**src/rtl/result_fifo.sv**
```systemverilog
// result_fifo: FIFO buffering results from the exponential datapath for the readout path.
// Latency: a write is readable on the next cycle; rd_data/rd_valid appear one cycle after an accepted rd_req.
// Backpressure: none. A write while full is dropped and sets overflow; a read while empty is ignored and sets underflow.
// Ports:
//   clk, rst          - clock and asynchronous active-high reset
//   wr_req, wr_data   - single-cycle write strobe and result word
//   rd_req            - single-cycle read strobe
//   rd_data, rd_valid - registered output word and its one-cycle valid
//   full, empty, count- occupancy decodes of the count register
//   overflow,underflow- sticky error flags, cleared only by rst
module result_fifo #(
  parameter int DATA_W = 21,
  parameter int DEPTH  = 8,
  parameter int ADDR_W = 3
) (
  input  logic              clk,
  input  logic              rst,
  input  logic              wr_req,
  input  logic [DATA_W-1:0] wr_data,
  input  logic              rd_req,
  output logic [DATA_W-1:0] rd_data,
  output logic              rd_valid,
  output logic              full,
  output logic              empty,
  output logic [ADDR_W:0]   count,
  output logic              overflow,
  output logic              underflow
);

  localparam logic [ADDR_W:0] CNT_FULL = (ADDR_W+1)'(DEPTH);

  logic [DATA_W-1:0] mem [DEPTH];
  logic [ADDR_W-1:0] wp;
  logic [ADDR_W-1:0] rp;
  logic              rd_acc;
  logic              wr_acc;

  assign full  = (count == CNT_FULL);
  assign empty = (count == '0);

  // A read frees a slot in the same cycle, so a write into a full FIFO is
  // accepted when paired with a read (wp == rp then, and the read samples the
  // old word before the write lands).
  assign rd_acc = rd_req && !empty;
  assign wr_acc = wr_req && (!full || rd_acc);

  // Storage has no reset: contents are meaningless until written.
  always_ff @(posedge clk) begin
    if (wr_acc) begin
      mem[wp] <= wr_data;
    end
  end

  always_ff @(posedge clk or posedge rst) begin
    if (rst) begin
      wp        <= '0;
      rp        <= '0;
      count     <= '0;
      rd_data   <= '0;
      rd_valid  <= 1'b0;
      overflow  <= 1'b0;
      underflow <= 1'b0;
    end else begin
      rd_valid <= rd_acc;
      if (wr_acc) begin
        wp <= wp + ADDR_W'(1);
      end
      if (rd_acc) begin
        rp      <= rp + ADDR_W'(1);
        rd_data <= mem[rp];
      end
      case ({wr_acc, rd_acc})
        2'b10:   count <= count + (ADDR_W+1)'(1);
        2'b01:   count <= count - (ADDR_W+1)'(1);
        default: count <= count;
      endcase
      if (wr_req && !wr_acc) begin
        overflow <= 1'b1;
      end
      if (rd_req && !rd_acc) begin
        underflow <= 1'b1;
      end
    end
  end

endmodule

```
**config.mk**
```make
export PLATFORM = sky130hd
export DESIGN_NAME = result_fifo
export DESIGN_NICKNAME = d
export VERILOG_FILES = /design/src/rtl/result_fifo.sv
export SDC_FILE = /design/constraint.sdc
export NUM_CORES = 1
export LEC_CHECK = 0
export ABC_CLOCK_PERIOD_IN_PS = 6300
export CAP_MARGIN = 20
export CORE_MARGIN = 2
export CORE_UTILIZATION = 60
export CTS_CLUSTER_DIAMETER = 200
export DETAILED_ROUTE_END_ITERATION = 7
export HOLD_SLACK_MARGIN = 0.1
export PLACE_DENSITY = 0.87
export SLEW_MARGIN = 5
export SYNTH_ARGS = -nofsm -noshare
export SYNTH_HDL_FRONTEND = slang
export SYNTH_SLANG_ARGS = --single-unit
```
**constraint.sdc**
```tcl
create_clock -name clk -period 6.3 [get_ports clk]
set_input_delay 0.63 -clock clk [delete_from_list [all_inputs] [get_ports clk]]
set_output_delay 0.63 -clock clk [all_outputs]
set_load 0.005 [all_outputs]
```
Word-level counts from Yosys, hierarchy flattened

Memory sizes are Yosys's and may differ from the RTL's. A register that Yosys moved wholly into a read port is not among the register bits.
Cells that the tools add are included.

Register bits after elaboration: 13
Bits in latches: 0
Memory bits (writable): 168
Memory bits (read-only): 0
Input bits: 25
Output and inout bits: 30
Logic and storage cells: 28
Memories kept: 1

Memory list:

| memory | words | bits a word | rd ports | clocked after Yosys merged registers in | wr ports | line | text |
|---|---|---|---|---|---|---|---|
| mem    | 8     | 21          | 1        | 1                                       | 1        | 32   | `logic [DATA_W-1:0] mem [DEPTH];` |

Add/sub/neg operators: 4
Multipliers: 0
Divide/modulo/power cells: 0
Order comparisons: 0
Equality and inequality tests: 3
Shifts and indexed selects: 0
Multiplexer cells: 3
Bitwise logic cells: 0
Reductions and logical operators: 11

Operators with widths:

| kind                  | count |
|---|---|
| $pmux W4 S2           | 1 |
| $add A3 B1 Y3 const B | 2 |
| $add A4 B1 Y4 const B | 1 |
| $eq A4 B4 Y1 const B  | 1 |
| $logic_and A1 B1 Y1   | 4 |
| $logic_not A1 Y1      | 4 |
| $logic_not A4 Y1      | 1 |
| $sub A4 B1 Y4 const B | 1 |
| $eq A2 B1 Y1 const B  | 1 |
| $eq A2 B2 Y1 const B  | 1 |
| $mux W1               | 2 |
| $reduce_bool A2 Y1    | 1 |
| $logic_or A1 B1 Y1    | 1 |

Logic depth before layout (Yosys ltp)

Depth after elaboration: 7
Mapped depth: 10
Depth with buffers taken out: 10

Worst setup path before layout

OpenSTA, ideal clock, no wires.

Kind: input to register
Start: input port rd_req
End: memory mem[0][0] (enable)
Setup time: 0.425 ns
Arrival time: 2.743 ns
Data required time: 5.875 ns
Slack: 3.132 ns
Cell stages on the path: 4
Path buffers: 1
Cells stage by stage: clkbuf_1 o21a_1 nand2b_1 nor3_1

Word-level cells in the longest chain between the ends: 5

RTL lines:

| element                       | line | text |
|---|---|---|
| start: declaration            | 20   | `input logic rd_req,` |
| $logic_and A1 B1 Y1           | 44   | `assign rd_acc = rd_req && !empty;` |
| $logic_or A1 B1 Y1            | 45   | `assign wr_acc = wr_req && (!full \|\| rd_acc);` |
| $logic_and A1 B1 Y1           | 45   |  |
| $mux W1                       | 49   | `if (wr_acc) begin` |
| $mux W1 (implied by the code) | 50   | `mem[wp] <= wr_data;` |
| end: declaration              | 32   |  |

Every way passes these cells.

Worst setup path after layout

Start: register count[0]
End: register count[3]

Word-level cells in the longest chain between the ends: 7
Elaborated cells on any way between the ends: 13
Those cells by class: add/sub (2); eq/ne (3); mux (1); reduce/logical (7)

RTL lines:

| element                                                  | line | text |
|---|---|---|
| start: declaration                                       | 25   | `output logic [ADDR_W:0] count,` |
| start signal: assignment                                 | 73   | `2'b10: count <= count + (ADDR_W+1)'(1);` |
| start signal: assignment                                 | 74   | `2'b01: count <= count - (ADDR_W+1)'(1);` |
| start signal: assignment                                 | 75   | `default: count <= count;` |
| $logic_not A4 Y1 *                                       | 39   | `assign empty = (count == '0);` |
| $logic_not A1 Y1 *                                       | 44   |  |
| $logic_and A1 B1 Y1 *                                    | 44   |  |
| net rd_acc                                               | 35   | `logic rd_acc;` |
| $logic_or A1 B1 Y1                                       | 45   |  |
| $logic_and A1 B1 Y1                                      | 45   |  |
| $eq A2 B1 Y1 / $eq A2 B2 Y1 (equally long branches)      | 72   | `case ({wr_acc, rd_acc})` |
| $pmux W4 S2 / $reduce_bool A2 Y1 (equally long branches) | --   |  |

The timed path passes the listed nets; every way through them passes the cells marked *.
A chain may end at the register's enable or synchronous reset.

==> run summary <==
R2R Path End -> count[3]
largest net degree at the start of global routing -> 57
Seq. cell area -> 5900 sq um
WL per Instance -> 21.9 um
Clock Path Buffers -> 3
Synth async-reset ratio -> 0.168
sequential share of power -> 0.437
total track usage -> 0.227
ANT cells -> 0
Final Skew -> 12.6 ps
Net Sw Frac -> 0.296
post-route ant nets -> 0
P_sw -> 1.27 mW
Max FO, Critical Path -> 27
syn_area_per_cell -> 17.1 sq um
clk_lat worst skew -> 490 ps
fin crit share -> 0.509
GRT overflow -> 0
setup repair bufs after CTS -> 0
largest vdd supply drop -> 0.259 mV
RSZ-0062 raised after global routing -> false
CTS H-tree lvls -> 1
core area -> 12800 sq um
CTS Sinks -> 202
Pleak -> 3.35 nW
WP data required -> 6680 ps
CP Class -> reg -> reg
setup violators final -> 0
Pre-Repair DR Iteration Count -> 5
Syn Nets -> 493
IO Count -> 55
Reg clk slew, reported paths -> 60 ps
DRC -> 0
register bit total from synthesis -> 202
PortBufs -> 54
Final Slew Violations -> 0
Post-synth EDFFs -> 168
Synth-to-Final Area Change -> 18.0%
worst hold path type -> reg -> reg
# rows -> 41
Layout Nets -> 558
R2R Setup Slk -> 3090 ps
Pint -> 3.02 mW
post-synth cell types -> 35
R2R depth -> 11
ys flop type -> edfxtp_1
hold buffers post-CTS -> 0
cells after synthesis -> 463
die footprint -> 14100 sq um
vias in the first global route -> 4462
Worst Hold Launch -> overflow
PD cells -> 460 nW/um^2
post-cts gate resize count -> 0
Routability Congestion -> 0.795
CTS tree -> done
Multi-input gate area -> 1870 sq um
part of the power in combinational logic -> 0.292
CTS root buffer -> clkbuf_16
PnR worst setup slack -> 3090 ps
hold path depth -> 1
Worst Setup End Kind -> flop
Cell Area, Synth -> 7920 sq um
chip height -> 119 um
initial core utilization -> 0.620
worst r2r src -> count[0]
Detailed Place HPWL -> 8970 um
initial drt markers -> 462
antenna violations before repair -> 0
CTS buffer count -> 20
fmax -> 312 MHz
fraction of layout cells with a size suffix above 1 -> 0.173
dpl ws -> 2820 ps
outcome -> finished clean
first-pass GRT wire length -> 24700 um
total number of vias -> 4296
Post-DP Area -> 8670 sq um
final wirelength -> 15600 um
Final min period -> 3210 ps
register area share after synthesis -> 0.745
slew at the pin closest to its max-slew limit -> 988 ps
Worst Path Arrival -> 3590 ps
Hold Fails Final Rpt -> 0
via/cell ratio -> 6.02
Final Cell Area -> 9340 sq um
hold endpoint -> overflow
Filler Cell Count -> 720
Clk network pwr share -> 0.270
Fin Hold WS -> 466 ps
Synthesis Warnings -> 0
Slew HR -> 0.338
MaxCap Viol Count -> 0
Worst setup SP type -> flop
setup TNS -> 0 ps
die width -> 119 um
[layout by cell type, fill, tap and decap left out, types with 6 or more instances in the layout]
| cell type | instances |
|---|---|
| nand2b_1 | 6 |
| mux2i_1 | 44 |
| dfrtp_1 | 33 |
| o21ai_1 | 21 |
| a221o_1 | 21 |
| edfxtp_1 | 168 |
| nand2_1 | 36 |
| nor2_2 | 6 |
| clkbuf_1 | 6 |
| clkbuf_16 | 21 |
| mux2_2 | 39 |
| o22ai_1 | 22 |
| clkdlybuf4s50_1 | 54 |
| buf_4 | 8 |
[cell families after synthesis]
family / synth area share
flip-flops: 0.745
adder cells (fa/ha/maj): 0.00885
multiplexers: 0.117
AO/OA/AOI/OAI: 0.0676
AND/OR/NAND/NOR: 0.0334
buffers and inverters: 0.0220
XOR/XNOR: 0.00664
[metal layers]
metal | track usage | vias up | wire length [um]
met1 | 0.316 | 2185 | 6590
met5 | 0 | - | 0
met4 | 0.0737 | 0 | 315
met2 | 0.377 | 155 | 7860
met3 | 0.0330 | 27 | 859
li1 | - | 1929 | -
[power groups by stage]
stage	sequential (mW)	clock [mW]	combinational [mW]
2_1_floorplan	1.83	0	0.854
3_3_place_gp	1.88	0	1.17
3_5_place_dp	1.90	0	1.23
4_1_cts	1.88	1.18	1.25
5_1_grt	1.91	1.23	1.35
6_report	1.88	1.16	1.25
[registers in the layout, summed over array words and instances, names as in the netlist]
| name | flops |
|---|---|
| overflow | 1 |
| rd_valid | 1 |
| count | 4 |
| rd_data | 21 |
| wp | 3 |
| rp | 3 |
| mem | 168 |
| underflow | 1 |
[through the flow]
| step | utilization | power, mW | cells |
|---|---|---|---|
| global placement | 0.674 | 3.05 | 673 |
| floorplan | - | 2.69 | 463 |
| finish | 0.731 | 4.29 | 714 |
| CTS | 0.729 | 4.31 | 713 |
| global route | 0.731 | 4.48 | 714 |
| detailed placement | 0.678 | 3.13 | 677 |
[worst max path at each step]
stage,end,startpoint,slack [ps],depth (start not counted)
CTS,count[3],count[0],2810,10
finish,count[3],count[0],3090,11
detailed placement,count[3],count[0],2820,10
global route,count[3],count[0],2890,11
floorplan,mem[0][0],rd_req,3130,4
global placement,count[3],count[0],3000,10
[synthesized netlist by cell type (all sizes together), types with 4 or more instances]
| library cell | instances | area (sq um) |
|---|---|---|
| o21ai | 23 | 126 |
| mux2i | 44 | 440 |
| nor2 | 7 | 26.3 |
| buf | 14 | 114 |
| ha | 4 | 50.1 |
| inv | 6 | 22.5 |
| nand2b | 6 | 37.5 |
| mux2 | 43 | 484 |
| dfrtp | 34 | 851 |
| xnor2 | 5 | 43.8 |
| a221o | 21 | 210 |
| o22ai | 22 | 138 |
| clkbuf | 10 | 37.5 |
| edfxtp | 168 | 5040 |
| nand2 | 36 | 135 |
[layout make-up]
class | count | area share
clock buffers | 30 | 0.0631
inverters | 6 | 0.00241
repair buffers | 67 | 0.0733
flip-flops and latches | 202 | 0.632
well taps | 172 | 0.0230
multi-input cells | 231 | 0.200
clock inverters | 6 | 0.00590
[worst max-delay path, cell delays in order (launching register included)]
cell and delay, ps:
dfrtp_1 430, or3_1 500, o21ai_4 530, buf_16 240, inv_2 70, nand2b_1 110, inv_1 70, ha_1 270
a21o_1 190, a21oi_1 260, mux2i_1 120, a211o_1 290
Power figures use the tool's default switching activity.
